## config.mk

```make
export PLATFORM = sky130hd
export DESIGN_NAME = dmem_ctrl
export DESIGN_NICKNAME = d
export VERILOG_FILES = /design/src/rtl/dmem_ctrl.sv
export SDC_FILE = /design/constraint.sdc
export NUM_CORES = 1
export LEC_CHECK = 0
export ABC_AREA = 1
export CAP_MARGIN = 20
export CORE_MARGIN = 1
export CORE_UTILIZATION = 51
export CTS_CLUSTER_DIAMETER = 120
export DETAILED_ROUTE_END_ITERATION = 10
export GPL_ROUTABILITY_DRIVEN = 1
export HOLD_SLACK_MARGIN = 0.08
export PLACE_DENSITY_LB_ADDON = 0.1
export SLEW_MARGIN = 20
export SYNTH_ARGS = -nofsm -noshare
export SYNTH_HDL_FRONTEND = slang
export SYNTH_SLANG_ARGS = --single-unit
export TNS_END_PERCENT = 10
```

## constraint.sdc

```tcl
create_clock -name clk -period 5.9 [get_ports clk]
set_input_delay 0.59 -clock clk [delete_from_list [all_inputs] [get_ports clk]]
set_output_delay 0.59 -clock clk [all_outputs]
set_load 0.005 [all_outputs]
```

## src/rtl/dmem_ctrl.sv

```systemverilog
// Two-port arbitrated controller for a word-wide single-port dmem; sub-word stores are read-modify-write.
// Define DMEM_CTRL_RR_EN for round-robin arbitration; otherwise port 0 has fixed priority.
module dmem_ctrl #(
  parameter int  DATA_WIDTH    = 32,
  parameter int  DMEM_SZ_IN_KB = 1,
  localparam int ADDR_WIDTH    = $clog2(DMEM_SZ_IN_KB * 1024)
) (
  input  logic                             clk,
  input  logic                             arst,
  input  logic [1:0]                       req_valid,
  output logic [1:0]                       req_ready,
  input  logic [1:0]                       req_we,
  input  logic [1:0][1:0]                  req_size,
  input  logic [1:0][ADDR_WIDTH-1:0]       req_addr,
  input  logic [1:0][DATA_WIDTH-1:0]       req_wdata,
  output logic [1:0]                       rsp_valid,
  output logic [DATA_WIDTH-1:0]            rsp_rdata,
  output logic                             rsp_err,
  output logic                             mem_write_en,
  output logic [ADDR_WIDTH-1:0]            mem_addr,
  output logic [DATA_WIDTH-1:0]            mem_wdata,
  input  logic [DATA_WIDTH-1:0]            mem_rdata
);
  localparam int NUM_LANES = DATA_WIDTH / 8;

  typedef enum logic [1:0] {IDLE, EXEC, WRITE, RESP} state_t;
  typedef struct packed {
    logic                  we;
    logic [1:0]            size;
    logic [1:0]            off;
    logic [DATA_WIDTH-1:0] wdata;
  } req_t;

  state_t                state;
  req_t                  r, in_req;
  logic                  r_id, sel, accept, in_bad;
  logic [1:0]            grant;
  logic [ADDR_WIDTH-1:0] in_addr;
  logic [NUM_LANES-1:0]  lane_mask;
  logic [DATA_WIDTH-1:0] wsh, merged, rsh, ld_data;

`ifdef DMEM_CTRL_RR_EN
  logic last_gnt;
  always_ff @(posedge clk or posedge arst)
    if (arst)        last_gnt <= 1'b0;
    else if (accept) last_gnt <= sel;
`endif

  always_comb begin
    grant = req_valid;
    if (req_valid == 2'b11) begin
`ifdef DMEM_CTRL_RR_EN
      grant = last_gnt ? 2'b01 : 2'b10;
`else
      grant = 2'b01;
`endif
    end
  end

  assign req_ready = (state == IDLE) ? grant : 2'b00;
  assign accept    = |(req_valid & req_ready);
  assign sel       = grant[1];
  assign in_addr   = req_addr[sel];

  always_comb begin
    in_req.we    = req_we[sel];
    in_req.size  = req_size[sel];
    in_req.off   = in_addr[1:0];
    in_req.wdata = req_wdata[sel];
    case (in_req.size)
      2'b00:   in_bad = 1'b0;
      2'b01:   in_bad = in_addr[0];
      2'b10:   in_bad = |in_addr[1:0];
      default: in_bad = 1'b1;
    endcase
  end

  // Sub-word store merge: shift store data onto its lanes, keep the rest of the read word.
  assign lane_mask = (r.size == 2'b00) ? (NUM_LANES'(1) << r.off) : (NUM_LANES'(3) << r.off);
  assign wsh       = r.wdata << {r.off, 3'b000};
  for (genvar i = 0; i < NUM_LANES; i++) begin : g_lane
    assign merged[8*i +: 8] = lane_mask[i] ? wsh[8*i +: 8] : mem_rdata[8*i +: 8];
  end

  assign rsh = mem_rdata >> {r.off, 3'b000};
  always_comb begin
    case (r.size)
      2'b00:   ld_data = rsh & DATA_WIDTH'(32'h0000_00ff);
      2'b01:   ld_data = rsh & DATA_WIDTH'(32'h0000_ffff);
      default: ld_data = rsh;
    endcase
  end

  always_ff @(posedge clk or posedge arst) begin
    if (arst) begin
      state        <= IDLE;
      r            <= '0;
      r_id         <= 1'b0;
      rsp_valid    <= 2'b00;
      rsp_rdata    <= '0;
      rsp_err      <= 1'b0;
      mem_write_en <= 1'b0;
      mem_addr     <= '0;
      mem_wdata    <= '0;
    end else begin
      mem_write_en <= 1'b0;
      rsp_valid    <= 2'b00;
      case (state)
        IDLE: if (accept) begin
          r        <= in_req;
          r_id     <= sel;
          mem_addr <= {in_addr[ADDR_WIDTH-1:2], 2'b00};
          if (in_bad) begin
            state     <= RESP;
            rsp_valid <= {sel, ~sel};
            rsp_err   <= 1'b1;
          end else begin
            state <= EXEC;
            // Word stores need no read, so the write is issued during EXEC itself.
            if (in_req.we && in_req.size == 2'b10) begin
              mem_write_en <= 1'b1;
              mem_wdata    <= in_req.wdata;
            end
          end
        end
        EXEC: begin
          if (r.we && r.size != 2'b10) begin
            state        <= WRITE;
            mem_write_en <= 1'b1;
            mem_wdata    <= merged;
          end else begin
            state     <= RESP;
            rsp_valid <= {r_id, ~r_id};
            rsp_rdata <= r.we ? '0 : ld_data;
          end
        end
        WRITE: begin
          state     <= RESP;
          rsp_valid <= {r_id, ~r_id};
        end
        default: begin
          state     <= IDLE;
          rsp_rdata <= '0;
          rsp_err   <= 1'b0;
        end
      endcase
    end
  end
endmodule

```

# Yosys cells after proc, flatten, opt, wreduce, memory -nomap -nowiden
# Cells that the tools add are included.
# totals
input_bits,126
register_bits,116
word_cells,90
output_inout_bits,80
# op_classes
bitwise,5
n_reduce_logical,14
n_mux,41
n_eq_ne,13
shift,4
order_cmp,1
# op_table
cell,count
32-bit two-way mux,8
32-bit case mux with 2 select lines,3
8-bit two-way mux,4
32-bit by 5-bit << shifter with 32-bit output,1
32-bit by 5-bit >> shifter with 32-bit output,1
10-bit two-way mux,2
2-bit two-way mux,9
"2-bit inequality test, second input constant",6
2-bit case mux with 3 select lines,2
1-bit two-way mux,9
2-bit OR reduction,4
"2-bit by 1-bit == test with 1-bit output, second input constant",3
"2-bit == test, second input constant",3
2-bit zero test,3
5-bit AND reduction,1
4-bit two-way mux,1
1-bit inverter,4
1-bit case mux with 2 select lines,2
2-bit AND reduction,2
"1-bit by 2-bit << shifter with 4-bit output, first input constant",1
"2-bit by 2-bit << shifter with 4-bit output, first input constant",1
1-bit case mux with 3 select lines,1
3-bit AND reduction,1
2-bit AND,1
4 further kinds,5

# Logic depth before layout (Yosys ltp)
# depth
ltp_word,10
ltp_mapped,13
mapped_depth_nobuf,11

# Worst setup path before layout
# OpenSTA, ideal clock, no wires.
# synth_timing
path_kind,flip-flop to flip-flop
startpoint,reg state[0]
endpoint,reg mem_wdata[5]
n_path_buf,2
t_arrival_ps,1693
t_required_ps,5783
setup_slack_ps,4090
synth_period_minus_slack_ps,1810
setup_time_ps,117
stages_incl_launch_ff,12
cell_sequence,dfrtp_1 > inv_1 > ha_1 > buf_2 > o21ai_1 > nand2_1 > nand3_1 > a21oi_4 > nand2_2 > buf_4 > nand2_1 > nand2_1
# synth_via
elab_chain_len,6
word_cells_on_any_way,12
classes_between,eq/ne (5); mux (2); bitwise (1); reduce/logical (4)
# synth_lines
item,line,source
"start, declared",34,state_t state;
"start signal, assigned",96,state <= IDLE;
"start signal, assigned",114,state <= RESP;
"start signal, assigned",118,state <= EXEC;
2-bit zero test,"60, 108",
2-bit two-way mux,60,assign req_ready = (state == IDLE) ? grant : 2'b00;
2-bit AND,61,assign accept = |(req_valid & req_ready);
2-bit OR reduction,61,
2-bit inequality test (no line),-,
5-bit AND reduction (no line),-,
"end signal, assigned",122,mem_wdata <= in_req.wdata;
"end signal, assigned",130,mem_wdata <= merged;
"end, declared",21,"output logic [DATA_WIDTH-1:0] mem_wdata,"
# Several ways; a longest one is shown, not always the timed one.
# A chain may end at the register's enable or synchronous reset.

# Worst setup path in the final report
# layout_timing
startpoint,in req_valid[0]
endpoint,reg mem_wdata[5]
# layout_via
elab_chain_len,8
word_cells_on_any_way,27
classes_between,eq/ne (6); mux (15); bitwise (1); reduce/logical (5)
# layout_lines
item,line,source
"start, declared",10,"input logic [1:0] req_valid,"
2-bit == test,51,if (req_valid == 2'b11) begin
2-bit two-way mux,51,
2-bit two-way mux (implied by the code) (tied with other cells) (2 in a row),67,in_req.size = req_size[sel];
2-bit == test (tied with other cells),"70, 120",
1-bit case mux with 3 select lines (tied with other cells),70,case (in_req.size)
2-bit inequality test (no line) (tied with other cells),-,
5-bit AND reduction (no line) / 32-bit case mux with 2 select lines (equally long branches),-,
# Several ways; a longest one is shown, not always the timed one. The select of a mux whose other input is x is not followed.

==> results_dict.tcl <==
set metrics [dict create \
    ys_ff_latch 108 \
    insertedDiodeCount 0 \
    overflow 0 \
    crit_type "primary input to flip-flop" \
    grtUsageTotal_pct 33.0 \
    worstRegToRegCells 7 \
    path_buf_inv 2 \
    cts-resized-gates 0 \
    fin_ws_ns 1.95 \
    cp-start-kind "primary input" \
    switchingPower_uw 1890 \
    internal_power_uw 2290 \
    antenna_left 0 \
    cts_tree "yes" \
    rsz0062_at_grt "false" \
    slew_viol_final 0 \
    cts.root.buffer_cell "clkbuf_16" \
    ioPinCount 206 \
    status "finished clean" \
    final_area_um2 8700 \
    setup_viol 0 \
    critical_path.max_stage_delay_ns 0.73 \
    place_area_um2 8420 \
    layout.nets 1228 \
    detailedRoute.firstPassIterationCount 5 \
    dieHeight_um 114 \
    grt_pass1_wl_um 32900 \
    wire_per_inst_um 16.3 \
    finalPower_uw 4170 \
    drive_above_1_share_pct 3.63 \
    hpwl_um 15500 \
    synthToLayoutAreaGrowth_pct 36.1 \
    rr_startpoint "state[1]" \
    clock_sinks 108 \
    postSynthCellCount 938 \
    yosysWarnings 0 \
    dieArea_um2 13000 \
    final.min_clock_period_ns 3.95 \
    endpoint "mem_wdata[5]" \
    end_kind "flip-flop" \
    worst-path-stages 11 \
    max_freq_ghz 0.253 \
    clk_latency_ns 0.35 \
    initial_core_util_pct 52.8 \
    pre_cts_ws_ns 1.63 \
    max-slew-margin-rel_pct 26.6 \
    drtIter0Drc 833 \
    finalNonFillerCells 1270 \
    post_cts_buffers 0 \
    whs_path_depth 2 \
    core_area_um2 12100 \
    drc_errors 0 \
    cts_buffer_depth 2 \
    crit_fanout 56 \
    r2r_end "rsp_rdata[27]" \
    dp.cells 1255 \
    worstPathArrival_ns 4.18 \
    gp_congestion 0.991 \
    crit_start "req_valid[0]" \
    vias 6975 \
    cts_hold_buf 0 \
    worst_path_max_delay_cell "nand2_2" \
    cp_common_cell "nand2_1" \
    die_width_um 114 \
    htreeDepth 3 \
    rows 40 \
    max-vdd-ir-drop_v 0.000323 \
    clk_pin_slew_ns 0.07 \
    crit_chain "clkdlybuf4s50_1, inv_2, nand2_2, nand2_1, nand2_1, nand2_1, nand2_2, nand2_2, nand2_2, nand2_1, nand2_1" \
    power_density_nw_per_um2 480 \
    fin_tns_setup_ns 0 \
    antenna_found_initial 0 \
    ys_seq_area_share_pct 42.3 \
    p_clk_share_pct 14.4 \
    hold_violations 0 \
    cap_violations 0 \
    period_share_pct 66.9 \
    cp.required_ns 6.14 \
    p_leak_uw 0.00434 \
    worst_path_dominant_cell_family "simple AND/OR/NAND/NOR gates" \
    power.share.sequential_pct 31.7 \
    io_buffers 203 \
    grt_pass1_vias 6294 \
    rrSetupSlack_ns 2.52 \
    vias_per_cell 5.49 \
    synth_area_um2 6390 \
    synth_cell_types 30 \
    min_path_type "flip-flop to flip-flop" \
    tightestPinTransition_ns 1.10 \
    drt-total-wl_um 20800 \
    grt_max_degree 60 \
    sw_frac_of_total_pct 45.2 \
    cts_inserted_buffers 9 \
    combinationalPowerShare_pct 53.9 \
    clock_skew_ns 0.00584 \
    avgSynthCellArea_um2 6.81 \
]
-- cell usage after synthesis (all sizes together) --
| cell type | n | area (um2) |
|---|---|---|
| a21o | 1 | 7.51 |
| a21oi | 19 | 106 |
| a22oi | 1 | 7.51 |
| buf | 31 | 169 |
| clkbuf | 30 | 113 |
| clkinv | 1 | 3.75 |
| conb | 1 | 3.75 |
| dfrtp | 108 | 2700 |
| ha | 4 | 50.1 |
| inv | 66 | 248 |
| nand2 | 424 | 1600 |
| nand3 | 109 | 546 |
| nand3b | 4 | 30.0 |
| nand4 | 7 | 43.8 |
| nor2 | 20 | 85.1 |
| o211ai | 3 | 22.5 |
| o21ai | 68 | 340 |
| o221ai | 14 | 123 |
| o22ai | 3 | 18.8 |
| o31ai | 17 | 128 |
| or2 | 7 | 43.8 |
-- cells by family (layout without fill, tap and decap cells) --
family / count (synthesis) / in the layout / share of synthesized area, %
simple gates: 571 / 571 / 36.8
buf+inv: 128 / 291 / 8.34
compound gates: 126 / 126 / 11.8
flops: 108 / 108 / 42.3
fa+ha+maj: 4 / 4 / 0.783
other cells: 1 / 2 / 0.0587
-- state kept, by name, summed over array words and instances (netlist names) --
register      count
mem_addr          8
mem_wdata        32
mem_write_en      1
r                29
r_id              1
rsp_err           1
rsp_rdata        32
rsp_valid         2
state             2
-- worst reg2reg max path, cell delays in order (launching register included) --
cell	delay, ns
dfrtp_1	0.42
inv_1	0.09
ha_1	0.13
buf_4	0.34
inv_1	0.55
nor2_1	0.87
nand3_1	0.51
o31ai_1	0.37
-- layout make-up --
class	instances	area [um2]
Multi-Input combinational cell	703	3170
Clock inverter	4	51.3
Clock buffer	11	233
Sequential cell	108	2700
Inverter	67	254
Fill cell	1068	3410
Timing Repair Buffer	209	2080
Tap cell	168	210
-- how the worst min path moves through the flow --
stage | startpoint | to | slack (ns)
after floorplan | r[16] | r[16] | 0.45
after detailed placement | mem_wdata[30] | mem_wdata[30] | 0.46
final | mem_wdata[30] | mem_wdata[30] | 0.47
after global routing | mem_wdata[27] | mem_wdata[27] | 0.49
after global placement | mem_wdata[15] | mem_wdata[15] | 0.46
after CTS | mem_wdata[7] | mem_wdata[7] | 0.48
-- stage by stage --
step / util [%] / hold slack, ns
floorplan: - / 0.449
finish: 71.8 / 0.471
detailed placement: 69.5 / 0.460
CTS: 71.8 / 0.478
global placement: 69.5 / 0.455
global route: 71.8 / 0.493
-- routing by layer --
layer  global-route usage [%]  share of wire, %  vias up
li1                         -                 -     3338
met4                     12.1               3.2        0
met2                     49.1                43      441
met1                     48.4                44     3143
met3                     5.42               9.4       53
met5                        0                 0        -
-- power groups by stage --
stage	Combinational [uW]	Clock (uW)	Sequential [uW]
2_1_floorplan	1420	0	1240
3_3_place_gp	2170	0	1330
3_5_place_dp	2210	0	1330
4_1_cts	2220	602	1320
5_1_grt	2500	636	1360
6_report	2250	599	1330
-- cell usage in the layout, fill, tap and decap left out, types with 5 or more instances in the layout --
cell / count
nand2_1: 419
clkdlybuf4s50_1: 203
nand3_1: 109
dfrtp_1: 108
o21ai_0: 67
inv_1: 61
nor2_1: 18
a21oi_1: 18
o31ai_1: 17
o221ai_1: 14
clkbuf_16: 9
or2_2: 7
nand4_1: 7
buf_4: 6
nand2_2: 5
(Power assumes the default switching activity.)
